==> src/rtl/hblur_box_rgb_if.sv <==
// rtl/hblur_box_rgb_if.sv - pixel in/out bundle for the horizontal box blur
interface hblur_box_rgb_if #(
    parameter int PIX_W = 8
);
    logic             in_valid;
    logic             in_sop;
    logic             in_sol;
    logic             blur_en;
    logic [PIX_W-1:0] in_r;
    logic [PIX_W-1:0] in_g;
    logic [PIX_W-1:0] in_b;
    logic             out_valid;
    logic             out_sop;
    logic [PIX_W-1:0] out_r;
    logic [PIX_W-1:0] out_g;
    logic [PIX_W-1:0] out_b;

    modport master (
        output in_valid, in_sop, in_sol, blur_en, in_r, in_g, in_b,
        input  out_valid, out_sop, out_r, out_g, out_b
    );

    modport slave (
        input  in_valid, in_sop, in_sol, blur_en, in_r, in_g, in_b,
        output out_valid, out_sop, out_r, out_g, out_b
    );
endinterface

==> src/rtl/hblur_box_rgb.sv <==
// rtl/hblur_box_rgb.sv - 2^TAPS_LOG2-tap horizontal RGB box blur, two-cycle latency, bypass
// Define HBLUR_ROUND_EN for round-half-up averaging instead of truncation.
module hblur_box_rgb #(
    parameter int PIX_W     = 8,
    parameter int TAPS_LOG2 = 2
) (
    input logic             clk,
    input logic             reset_n,
    hblur_box_rgb_if.slave  bus
);
    localparam int N = 1 << TAPS_LOG2;
`ifdef HBLUR_ROUND_EN
    localparam int SUM_W = PIX_W + TAPS_LOG2 + 1;
`else
    localparam int SUM_W = PIX_W + TAPS_LOG2;
`endif

    logic [PIX_W-1:0] win     [3][N];
    logic [PIX_W-1:0] pix_in  [3];
    logic [PIX_W-1:0] s1_pix  [3];
    logic [PIX_W-1:0] out_pix [3];
    logic [SUM_W-1:0] sum     [3];
    logic [PIX_W-1:0] avg     [3];
    logic             s1_valid;
    logic             s1_sop;
    logic             s1_blur;
    logic             first_beat;
    logic             out_valid_q;
    logic             out_sop_q;
    logic             line_start;

    assign pix_in[0]  = bus.in_r;
    assign pix_in[1]  = bus.in_g;
    assign pix_in[2]  = bus.in_b;
    // first_beat makes the first pixel after reset a line start regardless of in_sol
    assign line_start = bus.in_sol | bus.in_sop | first_beat;

    always_ff @(posedge clk or negedge reset_n) begin
        if (!reset_n) begin
            s1_valid   <= 1'b0;
            s1_sop     <= 1'b0;
            s1_blur    <= 1'b0;
            first_beat <= 1'b1;
            for (int c = 0; c < 3; c++) begin
                s1_pix[c] <= '0;
                for (int i = 0; i < N; i++) win[c][i] <= '0;
            end
        end else begin
            s1_valid <= bus.in_valid;
            s1_sop   <= bus.in_valid & bus.in_sop;
            if (bus.in_valid) begin
                first_beat <= 1'b0;
                s1_blur    <= bus.blur_en;
                for (int c = 0; c < 3; c++) begin
                    s1_pix[c] <= pix_in[c];
                    win[c][0] <= pix_in[c];
                    for (int i = 1; i < N; i++)
                        win[c][i] <= line_start ? pix_in[c] : win[c][i-1];
                end
            end
        end
    end

    // window already holds the stage-1 beat, so the sum lines up with s1_* controls
    always_comb begin
        for (int c = 0; c < 3; c++) begin
            sum[c] = '0;
            for (int i = 0; i < N; i++) sum[c] = sum[c] + SUM_W'(win[c][i]);
`ifdef HBLUR_ROUND_EN
            avg[c] = PIX_W'((sum[c] + SUM_W'(N / 2)) >> TAPS_LOG2);
`else
            avg[c] = PIX_W'(sum[c] >> TAPS_LOG2);
`endif
        end
    end

    always_ff @(posedge clk or negedge reset_n) begin
        if (!reset_n) begin
            out_valid_q <= 1'b0;
            out_sop_q   <= 1'b0;
            for (int c = 0; c < 3; c++) out_pix[c] <= '0;
        end else begin
            out_valid_q <= s1_valid;
            out_sop_q   <= s1_valid & s1_sop;
            if (s1_valid) begin
                for (int c = 0; c < 3; c++) out_pix[c] <= s1_blur ? avg[c] : s1_pix[c];
            end
        end
    end

    assign bus.out_valid = out_valid_q;
    assign bus.out_sop   = out_sop_q;
    assign bus.out_r     = out_pix[0];
    assign bus.out_g     = out_pix[1];
    assign bus.out_b     = out_pix[2];
endmodule

==> src/flat_wrapper.sv <==
// flat-port wrapper written by rule: the top's interface ports become plain ports
module hblur_box_rgb_flat 
#(
    parameter int PIX_W     = 8,
    parameter int TAPS_LOG2 = 2
)
  (clk, reset_n, bus_in_valid, bus_in_sop, bus_in_sol, bus_blur_en, bus_in_r, bus_in_g, bus_in_b, bus_out_valid, bus_out_sop, bus_out_r, bus_out_g, bus_out_b);
  hblur_box_rgb_if #(.PIX_W(PIX_W)) bus_i ();
  input logic clk;
  input logic reset_n;
  input wire logic [$bits(bus_i.in_valid)-1:0] bus_in_valid;
  input wire logic [$bits(bus_i.in_sop)-1:0] bus_in_sop;
  input wire logic [$bits(bus_i.in_sol)-1:0] bus_in_sol;
  input wire logic [$bits(bus_i.blur_en)-1:0] bus_blur_en;
  input wire logic [$bits(bus_i.in_r)-1:0] bus_in_r;
  input wire logic [$bits(bus_i.in_g)-1:0] bus_in_g;
  input wire logic [$bits(bus_i.in_b)-1:0] bus_in_b;
  output wire logic [$bits(bus_i.out_valid)-1:0] bus_out_valid;
  output wire logic [$bits(bus_i.out_sop)-1:0] bus_out_sop;
  output wire logic [$bits(bus_i.out_r)-1:0] bus_out_r;
  output wire logic [$bits(bus_i.out_g)-1:0] bus_out_g;
  output wire logic [$bits(bus_i.out_b)-1:0] bus_out_b;
  assign bus_i.in_valid = bus_in_valid;
  assign bus_i.in_sop = bus_in_sop;
  assign bus_i.in_sol = bus_in_sol;
  assign bus_i.blur_en = bus_blur_en;
  assign bus_i.in_r = bus_in_r;
  assign bus_i.in_g = bus_in_g;
  assign bus_i.in_b = bus_in_b;
  assign bus_out_valid = bus_i.out_valid;
  assign bus_out_sop = bus_i.out_sop;
  assign bus_out_r = bus_i.out_r;
  assign bus_out_g = bus_i.out_g;
  assign bus_out_b = bus_i.out_b;
  hblur_box_rgb #(.PIX_W(PIX_W), .TAPS_LOG2(TAPS_LOG2)) u_core (.clk(clk), .reset_n(reset_n), .bus(bus_i));
endmodule
==> config.mk <==
export PLATFORM = sky130hd
export DESIGN_NAME = hblur_box_rgb_flat
export DESIGN_NICKNAME = d
export VERILOG_FILES = /design/src/rtl/hblur_box_rgb_if.sv /design/src/rtl/hblur_box_rgb.sv /design/src/flat_wrapper.sv
export SDC_FILE = /design/constraint.sdc
export NUM_CORES = 1
export LEC_CHECK = 0
export BUFFER_PORTS_ARGS = -buffer_cell sky130_fd_sc_hd__buf_2
export CAP_MARGIN = 20
export CORE_MARGIN = 2
export CORE_UTILIZATION = 61
export DETAILED_ROUTE_END_ITERATION = 6
export PLACE_DENSITY_LB_ADDON = 0.3
export SKIP_LAST_GASP = 1
export SYNTH_ARGS = -nofsm -noshare
export SYNTH_HDL_FRONTEND = slang
export SYNTH_SLANG_ARGS = --single-unit
==> constraint.sdc <==
create_clock -name clk -period 3.78 [get_ports clk]
set_input_delay 0.756 -clock clk [delete_from_list [all_inputs] [get_ports clk]]
set_output_delay 0.756 -clock clk [all_outputs]
set_load 0.01 [all_outputs]
; ---- Word level (Yosys, flattened, before mapping)
; Cells that the tools add are included.
[totals]
inputBits = 30
output_inout_bits = 26
register_bits = 126
[op_classes]
n_addsub = 9
bitwise = 4
muxes = 12
[ops]
columns = op, count
row1 = $mux W8, 12
row2 = $add A10 B8 Y10, 6
row3 = $add A8 B8 Y9, 3
row4 = $and A1 B1 Y1, 2
row5 = $or A1 B1 Y1, 2

; ---- Longest topological paths before layout
; Gate-level depths: netlist of the first run.
[logic_depth]
word_depth = 4
mapped_depth = 15
mapped_depth_nobuf = 15

; ---- Least setup slack after synthesis of the first run
; Ideal clock, no wire load.
[synth_timing]
path_kind = register to register
startpoint = register u_core.win[56] (netlist bit)
endpoint = register u_core.out_pix, in the netlist u_core.bus.out_g[5]
t_arrival_ps = 2994
synth_period_minus_slack_ps = 3063
stages_incl_launch_ff = 15
n_path_buf = 0
setup_time_ps = 69
required_time_ps = 3711
setup_slack_ps = 717
cell_sequence = dfrtp_1 > ha_1 > inv_1 > fa_1 > nor2b_1 > o21ai_2 > a21boi_0 > o21ai_0 > a21bo_2 > fa_1 > inv_1 > ha_1 > o21a_1 > or3_1 > nand3_1
[synth_between]
elab_chain_cells = 4
[synth_rtl]
columns = element, line
row1 = "start, declared", hblur_box_rgb.sv:18  ; logic [PIX_W-1:0] win [3][N];
row2 = "start signal, assigned by index", hblur_box_rgb.sv:56  ; win[c][0] <= pix_in[c];
row3 = "start signal, assigned by index", hblur_box_rgb.sv:58  ; win[c][i] <= line_start ? pix_in[c] : win[c][i-1];
row4 = $add A8 B8 Y9, hblur_box_rgb.sv:68  ; for (int i = 0; i < N; i++) sum[c] = sum[c] + SUM_W'(win[c][i]);
row5 = $add A10 B8 Y10 (2 in series), hblur_box_rgb.sv:68
row6 = $mux W8, hblur_box_rgb.sv:86  ; for (int c = 0; c < 3; c++) out_pix[c] <= s1_blur ? avg[c] : s1_pix[c];
row7 = "end, declared", hblur_box_rgb.sv:21  ; logic [PIX_W-1:0] out_pix [3];
; No other way between the ends.
; A chain may end at the register's enable or synchronous reset.

==> impl_results.md, run 1 <==
- Outcome: finished clean
- Die Width: 118 µm
- Max Clock Skew: 0.00941 ns
- Htree depth: 4
- FFs w/ async S/R, synth: 1.00
- Endpoints failing setup: 0
- Final hold vios: 0
- Internal reg-to-reg setup slack: 0.35 ns
- Clock buffer depth: 2
- Initial Util: 0.629
- Layout Cells excl Fill: 1099
- GP Congestion: 0.821
- Worst setup EP type: flip-flop
- Place WS: 0.454 ns
- Mapped Area: 7970 µm²
- Initial antenna violation count: 0
- Antenna Nets Post-Route: 0
- Crit Path Category: flip-flop to flip-flop
- DIE HEIGHT: 118 µm
- Wirelength per Cell: 14.7 µm
- Largest fanout on the critical path: 4
- Final period util: 0.907
- Worst reg2reg path depth: 14
- Setup TNS: 0 ns
- Vias in the first global route: 5903
- Post-synth cell types: 44
- CTS tree: built
- Crit-path slowest cell: fa_1
- Relative slew slack: 0.492
- Area contributors post-synth: dfrtp_1 (39%), a21oi_1 (12%), ha_1 (7.5%)
- Synth warn: 0
- Overflow after GRT: 0
- Slew Limit Fails: 0
- Biggest area consumer among synthesized cells: dfrtp_1
- Vias per cell: 5.60
- Maximum vdd drop: 0.561 mV
- DP HPWL: 11000 µm
- TritonCTS Buffers: 17
- Largest net degree at the start of global routing: 81
- Clk root buf: clkbuf_16
- Worst min path class: input pin to asynchronous set/reset pin
- # nets final: 1019
- Sink Count: 126
- Worst Setup Start Kind: flip-flop
- Most frequent cells in the layout: a21oi_1 (187), dfrtp_1 (124), nor2_1 (109)
- Static Leak: 4.30 nW
- PostCTS Resize Cnt: 0
- Placed cells: 1066
- FMAX: 292 MHz
- Maxcap violations: 0
- Clock period minus worst slack: 3.43 ns
- Critical Path, Cell by Cell: ha_1 > inv_1 > fa_1 > nor2b_1 > o21ai_2 > a21boi_0 > o21ai_0 > a21bo_2 > fa_1 > inv_1 > ha_1 > o21a_1 > or3_1 > nand3_1
- Synthesis-to-finish area growth: 14.0%
- Main synth FF type: dfrtp_1
- Placed inst area: 8370 µm²
- Clock Latency Late Sink: 0.42 ns
- Reg2reg start: u_core.s1_pix[16]
- Post-CTS Hold Fix Bufs: 0
- Post-synth EDFFs: 0
- PnR worst setup slack: 0.351 ns
- Drt initial violations: 431
- Largest stage delay, worst path: 0.47 ns
- Layout cells sized above 1: 0.148
- Cells after Synth: 872
- Measured slew at the worst slew-check pin: 0.762 ns
- Reg-to-reg endpoint: u_core.bus.out_r[5]
- Clk slew on worst S/H paths: 0.06 ns
- Most common cell after layout, fill and taps aside: a21oi_1
- Final Cell Area: 9090 µm²
- I/O Buffers: 55
- Worst Path Required: 4.14 ns
- RSZ-0062 raised after global routing: false
- I/O pins: 56
- Row count: 41
- Routed WL: 16100 µm
- Syn_nets: 977
- Seq/Total Area, Yosys: 0.396
- GRT Total Usage: 0.242
- Bufs and invs on worst path: 2
- CP arrival: 3.78 ns
- Ant diodes: 0
- Die area: 14000 µm²
- Vias: 6150
- Core box area: 12700 µm²
- Post-route DRC: 0
- Dominant delay contributor by cell family on the critical path: adder cells
- First-pass GRT wire length: 27300 µm
- Seq cells post-synth: 126
- Setup Fix Bufs, Post-CTS: 0
- Power density cells: 687 nW/µm²
- Synth top area share: 0.392
- Util after Layout: 0.717
- Synth Area per Inst: 9.14 µm²
- Drt first pass iters: 5
[final cells by class]
class                           instances  area, µm²
Timing Repair Buffer                   64        410
Inverter                               97        364
Clock inverter                         11        235
Multi-Input combinational cell        608       4250
Tap cell                              172        215
Clock buffer                           21        460
Sequential cell                       126       3160
Fill cell                             951       3580
[Yosys cell counts (2+ instances only)]
cell type,number
or3_1,6
o21ai_1,3
and2_1,2
o21ai_2,3
nor3_1,3
o21a_1,6
ha_1,48
nor2b_1,34
a21oi_1,187
o31ai_2,3
nand2_1,8
o31ai_1,5
mux2_2,25
buf_4,10
and3b_1,3
o22ai_1,3
a2111oi_0,2
xnor2_1,5
and3_1,3
nand2b_1,14
clkbuf_1,15
dfrtp_1,125
nand3_1,16
nand3b_1,9
o21ai_0,15
fa_1,27
nand4_1,3
or2_2,6
buf_2,13
mux2i_1,12
inv_1,97
a21o_1,9
a21boi_0,2
or2b_1,2
buf_1,3
a211oi_1,3
a31oi_1,6
a21bo_2,3
xor2_1,15
o2111ai_1,6
nor2_1,109
[how the worst max path moves through the flow]
| stage | end | depth (start not counted) | startpoint |
|---|---|---|---|
| 2_1_floorplan | u_core.bus.out_g[5] | 14 | u_core.win[56] |
| 3_3_place_gp | u_core.bus.out_r[5] | 14 | u_core.s1_pix[16] |
| 3_5_place_dp | u_core.bus.out_g[5] | 14 | u_core.win[56] |
| 4_1_cts | u_core.bus.out_r[5] | 14 | u_core.s1_pix[16] |
| 5_1_grt | u_core.bus.out_r[5] | 14 | u_core.s1_pix[16] |
| 6_report | u_core.bus.out_r[5] | 14 | u_core.s1_pix[16] |
[logic make-up after synthesis]
group	share of synthesized area
compound gates	0.181
simple gates	0.136
buf+inv	0.0717
flops	0.396
fa+ha+maj	0.143
mux	0.0504
xor+xnor	0.0220
[per-layer routing]
metal | wire [µm] | GRT usage
met2 | 7900 | 0.391
met1 | 7340 | 0.327
met3 | 665 | 0.0565
met5 | 0 | 0
met4 | 222 | 0.0738
[worst register-to-register path: cells and delay by family (launching register included)]
kind | cells | cell delay (ns)
AOI/OAI and AO/OA | 5 | 0.92
adders and majority gates | 4 | 1.39
buffers and inverters | 2 | 0.09
DFF | 1 | 0.39
and+or+nand+nor | 3 | 0.58
[sequential cells by signal, summed over array words and instances (netlist names)]
name and cells:
u_core.bus.out_g 8, u_core.s1_valid 1, u_core.bus.out_sop 1, u_core.s1_sop 1, u_core.bus.out_valid 1, u_core.bus.out_b 8
u_core.s1_blur 1, u_core.bus.out_r 8, u_core.s1_pix 8, u_core.first_beat 1, u_core.win 88
[power by group]
part / total, mW / switching (mW) / internal [mW]
logic: 2.54 / 1.43 / 1.12
clock network: 1.94 / 0.607 / 1.34
registers: 1.76 / 0.166 / 1.59
total: 6.25 / 2.20 / 4.05
[through the flow]
step	power [mW]	hold slack [ns]
after floorplan	3.67	0.349
after global placement	4.23	0.436
after detailed placement	4.28	0.469
after CTS	6.26	0.432
after global routing	6.70	0.470
final	6.25	0.398
No activity file was read; power rests on OpenSTA's default activity.
==> run 2: changes to the inputs <==
--- a/config.mk
+++ b/config.mk
@@ -7,8 +7,8 @@
 export LEC_CHECK = 0
 export BUFFER_PORTS_ARGS = -buffer_cell sky130_fd_sc_hd__buf_2
 export CAP_MARGIN = 20
-export CORE_MARGIN = 2
-export CORE_UTILIZATION = 61
+export CORE_MARGIN = 5
+export CORE_UTILIZATION = 50
 export DETAILED_ROUTE_END_ITERATION = 6
 export PLACE_DENSITY_LB_ADDON = 0.3
 export SKIP_LAST_GASP = 1
==> run 2 against run 1 <==
  * Setup slack better by 0.014 ns
  * Non-clock buffer count fell by 3
  * Clock-buffer cell count up 5
  * Total power is 5.8% lower
  * Combinational power is essentially flat
  * Global-route usage decreased by 5.8 points
  * Sequential cell count unchanged
  * Routed wire length down 1.1%
  * Utilization is 15 points lower
  * Sequential share of layout area increased by 0.44 points
  * Critical path type unchanged
  * Clock power down 19%
  * Hold slack got worse by 0.0098 ns
==> impl_results.md, run 2 (synthesis results as in run 1) <==
- Maxcap violations: 0 (unchanged)
- Final period util: 0.903 (-0.00360)
- Most common cell after layout, fill and taps aside: a21oi_1
- Switching power: 2.17 mW (-1.6%)
- DP HPWL: 11100 µm (+0.67%)
- Clk pwr share: 0.267 (-0.044)
- FMAX: 293 MHz (+0.40%)
- Initial antenna violation count: 0 (unchanged)
- RSZ-0062 raised after global routing: false
- Layout cells sized above 1: 0.144 (-0.00369)
- Vias: 6013 (-2.2%)
- Max Clock Skew: 0.0126 ns (+0.00317 ns)
- Maximum vdd drop: 0.348 mV (-38%)
- Final hold vios: 0 (unchanged)
- Largest net degree at the start of global routing: 97 (+20%)
- Sw Share: 0.368 (+0.0159)
- Post-route DRC: 0 (unchanged)
- Worst Setup Start Kind: flip-flop
- Clk slew on worst S/H paths: 0.05 ns (about the same)
- Placed inst area: 8380 µm² (+0.15%)
- Final Cell Area: 8980 µm² (-1.2%)
- Static Leak: 4.22 nW (-1.8%)
- I/O Buffers: 55 (unchanged)
- Overflow after GRT: 0 (unchanged)
- Vias in the first global route: 5868 (-0.59%)
- Htree depth: 4 (unchanged)
- PostCTS Resize Cnt: 0 (unchanged)
- Outcome: finished clean
- Die Width: 136 µm (+15%)
- Initial Util: 0.505 (-0.124)
- Power share of the combinational group: 0.429 (+0.022)
- Slew Limit Fails: 0 (unchanged)
- Measured slew at the worst slew-check pin: 0.995 ns (+0.233 ns)
- Sequential power share: 0.303 (+0.021)
- Largest fanout on the critical path: 4 (unchanged)
- First-pass GRT wire length: 27600 µm (+0.78%)
- Clk root buf: clkbuf_16
- Core box area: 15800 µm² (+24%)
- Drt first pass iters: 5 (unchanged)
- Clock buffer depth: 2 (unchanged)
- Routed WL: 16000 µm (-1.1%)
- CP arrival: 3.76 ns (-0.02 ns)
- I/O pins: 56 (unchanged)
- TritonCTS Buffers: 17 (unchanged)
- Layout Cells excl Fill: 1139 (+3.6%)
- Power density cells: 655 nW/µm² (-4.7%)
- Ant diodes: 0 (unchanged)
- Die area: 18600 µm² (+33%)
- GP Congestion: 0.863 (+5.0%)
- Vias per cell: 5.28 (-5.7%)
- Wirelength per Cell: 14.0 µm (-4.6%)
- Power Internal: 3.72 mW (-8.1%)
- Sink Count: 126 (unchanged)
- Crit Path Category: flip-flop to flip-flop
- # nets final: 1016 (-0.29%)
- Worst setup EP type: flip-flop
- Endpoints failing setup: 0 (unchanged)
- Relative slew slack: 0.337 (-0.155)
- Util after Layout: 0.569 (-0.148)
- CTS tree: built
- DIE HEIGHT: 136 µm (+15%)
- Most frequent cells in the layout: a21oi_1 (187), dfrtp_1 (123), nor2_1 (109)
- Setup Fix Bufs, Post-CTS: 0 (unchanged)
- Drt initial violations: 341 (-21%)
- Reg with most FFs: u_core.win
- Setup TNS: 0 ns (unchanged)
- Post-CTS Hold Fix Bufs: 0 (unchanged)
- Clock period minus worst slack: 3.41 ns (-0.0136 ns)
- Largest register FFs: 88 (unchanged)
- Clock Latency Late Sink: 0.41 ns (about the same)
- Placed cells: 1107 (+3.8%)
- Row count: 46 (+12%)
- Worst min path class: input pin to asynchronous set/reset pin
- Synthesis-to-finish area growth: 12.6%
- GRT Total Usage: 0.184 (-0.0583)
- Antenna Nets Post-Route: 0 (unchanged)
- Worst Path Required: 4.12 ns (-0.02 ns)
[run 2: worst max-delay path, stage by stage, from the launching register on]
cell      delay, ns
dfrtp_1        0.39
ha_1           0.21
inv_1          0.06
fa_1           0.41
nor2b_1        0.16
o21ai_2        0.07
a21boi_0       0.29
o21ai_0        0.13
a21bo_2        0.21
fa_1           0.47
inv_1          0.04
ha_1           0.33
o21a_1         0.14
or3_1          0.35
nand3_1        0.09
[run 2: area by class of cell]
type / count / area (µm²)
clock buffer: 26 / 519
clock inverter: 5 / 55.1
fill: 1458 / 6790
inverter: 97 / 364
multi-input combinational: 608 / 4250
sequential: 126 / 3160
tap: 216 / 270
timing repair buffer: 61 / 367
[run 2: final timing paths]
| kind | slack [ns] | cells past startpoint | to | start |
|---|---|---|---|---|
| setup / recovery | 0.37 | 14 | u_core.bus.out_r[5] | u_core.s1_pix[16] |
| hold / removal | 0.39 | 1 | u_core.win[9] | reset_n |
| setup reg to reg | 0.37 | 14 | u_core.bus.out_r[5] | u_core.s1_pix[16] |
| hold reg to reg | 0.46 | 1 | u_core.bus.out_sop | u_core.s1_sop |
| max in group asynchronous | 2.57 | 2 | u_core.win[40] | reset_n |
| min in group clk | 0.46 | 1 | u_core.bus.out_sop | u_core.s1_sop |
[run 2: power by group through the flow]
| stage | combinational (mW) | sequential [mW] | clock (mW) |
|---|---|---|---|
| 2_1_floorplan | 1.86 | 1.81 | 0 |
| 3_3_place_gp | 2.47 | 1.80 | 0 |
| 3_5_place_dp | 2.50 | 1.81 | 0 |
| 4_1_cts | 2.54 | 1.79 | 1.61 |
| 5_1_grt | 2.87 | 1.82 | 1.66 |
| 6_report | 2.53 | 1.78 | 1.57 |
[run 2: routing by layer]
| metal | wire length, µm | GRT usage |
|---|---|---|
| met1 | 7730 | 0.256 |
| met5 | 0 | 0 |
| met3 | 657 | 0.0389 |
| met2 | 7390 | 0.287 |
| met4 | 172 | 0.0610 |
[run 2: metrics by stage]
step / setup WS [ns] / power, mW / hold slack, ns
after detailed placement: 0.388 / 4.31 / 0.448
after global routing: 0.142 / 6.35 / 0.461
final: 0.365 / 5.88 / 0.388
after global placement: 0.504 / 4.27 / 0.430
after CTS: 0.368 / 5.93 / 0.424
after floorplan: 0.717 / 3.67 / 0.349
==> run 3: changes to the inputs <==
--- a/config.mk
+++ b/config.mk
@@ -5,6 +5,7 @@
 export SDC_FILE = /design/constraint.sdc
 export NUM_CORES = 1
 export LEC_CHECK = 0
+export ABC_AREA = 1
 export BUFFER_PORTS_ARGS = -buffer_cell sky130_fd_sc_hd__buf_2
 export CAP_MARGIN = 20
 export CORE_MARGIN = 5
==> run 3 against run 2 <==
  * Clock power is 19% higher
  * Sequential cell count stayed put
  * Die area is 2.2% lower
  * Synthesized area is 2.4% lower
  * Non-clock buffer count up 2
  * Highest routed layer unchanged
  * Largest cell class unchanged
  * Total power grew 3.1%
  * Clock skew fell by 0.0058 ns
  * Sequential share of layout area barely moved
==> impl_results.md, run 3 <==
- Area contributors post-synth: dfrtp_1 (40%), nand2_1 (13%), ha_1 (7.7%)
- Die Width: 135 µm (-1.1%)
- Worst setup EP type: flip-flop
- Sw Share: 0.372 (+0.00398)
- Ant diodes: 0 (unchanged)
- CTS tree: built
- Post-synth cell types: 22 (-50%)
- Largest net degree at the start of global routing: 93 (-4.1%)
- Clk slew on worst S/H paths: 0.06 ns (about the same)
- Core box area: 15300 µm² (-3.2%)
- Seq cells post-synth: 126 (unchanged)
- Relative slew slack: 0.492 (+0.155)
- Placed cells: 1211 (+9.4%)
- Placed inst area: 8280 µm² (-1.2%)
- Layout cells sized above 1: 0.0959 (-0.0482)
- DIE HEIGHT: 135 µm (-1.1%)
- I/O Buffers: 55 (unchanged)
- Overflow after GRT: 0 (unchanged)
- Power share of the combinational group: 0.412 (-0.017)
- Row count: 45 (-2.2%)
- Htree depth: 4 (unchanged)
- Sink Count: 126 (unchanged)
- Routed WL: 18300 µm (+14%)
- Worst Path Required: 4.09 ns (-0.03 ns)
- Top-count cell post-synth: nand2_1
- Reg with most FFs: u_core.win
- Final Cell Area: 8960 µm² (-0.18%)
- CP arrival: 3.71 ns (-0.05 ns)
- Sequential power share: 0.279 (-0.024)
- Static Leak: 4.66 nW (+10%)
- Crit Path Category: flip-flop to flip-flop
- Initial antenna violation count: 0 (unchanged)
- I/O pins: 56 (unchanged)
- Most frequent cells after synthesis: nand2_1 (261), inv_1 (154), dfrtp_1 (125), a21oi_1 (111), nor2_1 (49)
- GRT Total Usage: 0.215 (+0.0311)
- Largest fanout on the critical path: 5 (+1)
- Wirelength per Cell: 14.7 µm (+4.9%)
- Post-synth EDFFs: 0 (unchanged)
- Reg2reg start: u_core.win[16]
- Clock buffer depth: 2 (unchanged)
- Total power: 6.06 mW (+3.1%)
- Antenna Nets Post-Route: 0 (unchanged)
- Slew Limit Fails: 0 (unchanged)
- Synthesis-to-finish area growth: 15.2%
- Synth Area per Inst: 8.00 µm² (-12%)
- # nets final: 1124 (+11%)
- Main synth FF type: dfrtp_1
- Largest register FFs: 88 (unchanged)
- Synth top area share: 0.402 (+0.00972)
- Initial Util: 0.510 (+0.00432)
- Worst Setup Start Kind: flip-flop
- Layout Cells excl Fill: 1243 (+9.1%)
- Power Internal: 3.81 mW (+2.4%)
- Final-layout fill cell count: 1346 (-7.7%)
- Maxcap violations: 0 (unchanged)
- Post-route DRC: 0 (unchanged)
- Outcome: finished clean
- Mapped Area: 7780 µm² (-2.4%)
- FFs w/ async S/R, synth: 1.00 (unchanged)
- DP HPWL: 12300 µm (+11%)
- Most frequent cells in the layout: nand2_1 (261), inv_1 (154), dfrtp_1 (125)
- Setup TNS: 0 ns (unchanged)
- Clock period minus worst slack: 3.40 ns (-0.0119 ns)
- Cells after Synth: 972 (+11%)
- Clock Latency Late Sink: 0.42 ns (about the same)
- Critical path launch point: u_core.win[16]
- Final period util: 0.900 (-0.00316)
- FMAX: 294 MHz (+0.35%)
- Drt initial violations: 561 (+65%)
- Measured slew at the worst slew-check pin: 0.763 ns (-0.232 ns)
- Endpoints failing setup: 0 (unchanged)
- Power density cells: 676 nW/µm² (+3.2%)
- Min Hold Slack: 0.289 ns (-0.0995 ns)
- Drt first pass iters: 6 (+1)
- Vias: 6521 (+8.4%)
- Final hold vios: 0 (unchanged)
- GP Congestion: 0.874 (+1.3%)
- Vias in the first global route: 6392 (+8.9%)
- Die area: 18200 µm² (-2.2%)
- Clk pwr share: 0.309 (+0.042)
- Internal reg-to-reg setup slack: 0.38 ns (about the same)
- Max Clock Skew: 0.00674 ns (-0.00583 ns)
- Worst min path class: input pin to asynchronous set/reset pin
- Clk root buf: clkbuf_16
- Switching power: 2.26 mW (+4.2%)
- Setup Fix Bufs, Post-CTS: 0 (unchanged)
- Seq/Total Area, Yosys: 0.406 (+0.00980)
- RSZ-0062 raised after global routing: false
- Vias per cell: 5.25 (-0.63%)
- TritonCTS Buffers: 17 (unchanged)
- Biggest area consumer among synthesized cells: dfrtp_1
- Maximum vdd drop: 0.436 mV (+26%)
- Synth warn: 0 (unchanged)
- Most common cell after layout, fill and taps aside: nand2_1
- First-pass GRT wire length: 31400 µm (+14%)
- Syn_nets: 1077 (+10%)
-- run 3: what timing repair did --
action / in CTS / in global routing
endpoints found under the setup margin: 0 / 2
hold endpoints to repair: 0 / 0
hold buffers: 0 / 0
resized for setup: 0 / 2
-- run 3: cell type report --
| type | count | area [µm²] | share of cell area |
|---|---|---|---|
| Timing Repair Buffer | 63 | 383 | 0.0427 |
| Clock inverter | 14 | 240 | 0.0268 |
| Multi-Input combinational cell | 654 | 3890 | 0.434 |
| Clock buffer | 18 | 439 | 0.0490 |
| Inverter | 157 | 589 | 0.0658 |
| Tap cell | 211 | 264 | 0.0295 |
| Sequential cell | 126 | 3150 | 0.352 |
-- run 3: cells by family (layout without fill, tap and decap cells) --
group | Yosys count | in the layout | share of synthesized area
buffers and inverters | 192 | 252 | 0.0943
flip-flops | 126 | 126 | 0.406
XOR/XNOR | 24 | 24 | 0.0270
AND/OR/NAND/NOR | 347 | 347 | 0.175
AO/OA/AOI/OAI | 208 | 208 | 0.152
adder cells (fa/ha/maj) | 75 | 75 | 0.147
-- run 3: power groups by stage --
stage	combinational [mW]	clock [mW]	sequential, mW
2_1_floorplan	1.84	0	1.73
3_3_place_gp	2.43	0	1.70
3_5_place_dp	2.47	0	1.71
4_1_cts	2.50	1.91	1.69
5_1_grt	2.90	1.97	1.72
6_report	2.50	1.87	1.69
-- run 3: final timing paths --
| check | endpoint | cells past startpoint |
|---|---|---|
| min in group clk | u_core.bus.out_sop | 2 |
| max reg2reg | u_core.bus.out_b[6] | 20 |
| min | u_core.win[84] | 1 |
| max | u_core.bus.out_b[6] | 20 |
| max in group asynchronous | u_core.win[28] | 2 |
| min reg2reg | u_core.bus.out_sop | 2 |
-- run 3: per-stage QoR --
| step | worst slack [ns] | utilization |
|---|---|---|
| detailed placement | 0.353 | 0.543 |
| finish | 0.377 | 0.587 |
| CTS | 0.309 | 0.587 |
| floorplan | 0.746 | - |
| global placement | 0.384 | 0.541 |
| global route | 0.0234 | 0.587 |
-- run 3: critical path: stages, from the launching register on --
cell	delay [ns]
dfrtp_1	0.40
ha_1	0.19
inv_1	0.05
fa_1	0.38
o21ai_0	0.42
nand2_1	0.09
nand2_1	0.08
nand2_1	0.05
nand2_1	0.07
xor2_1	0.18
fa_1	0.43
inv_1	0.07
ha_1	0.27
nand2_1	0.11
nor2_1	0.05
nor2_1	0.13
nand2_1	0.07
nand2_1	0.05
nand3_1	0.06
nand2_1	0.07
nand2_1	0.04
-- run 3: metal layers --
metal / global-route usage / vias to the layer above / wire length, µm
met3: 0.0481 / 11 / 992
met5: 0 / - / 0
met1: 0.297 / 3120 / 8320
li1: - / 3200 / -
met2: 0.349 / 190 / 8790
met4: 0.0475 / 0 / 158
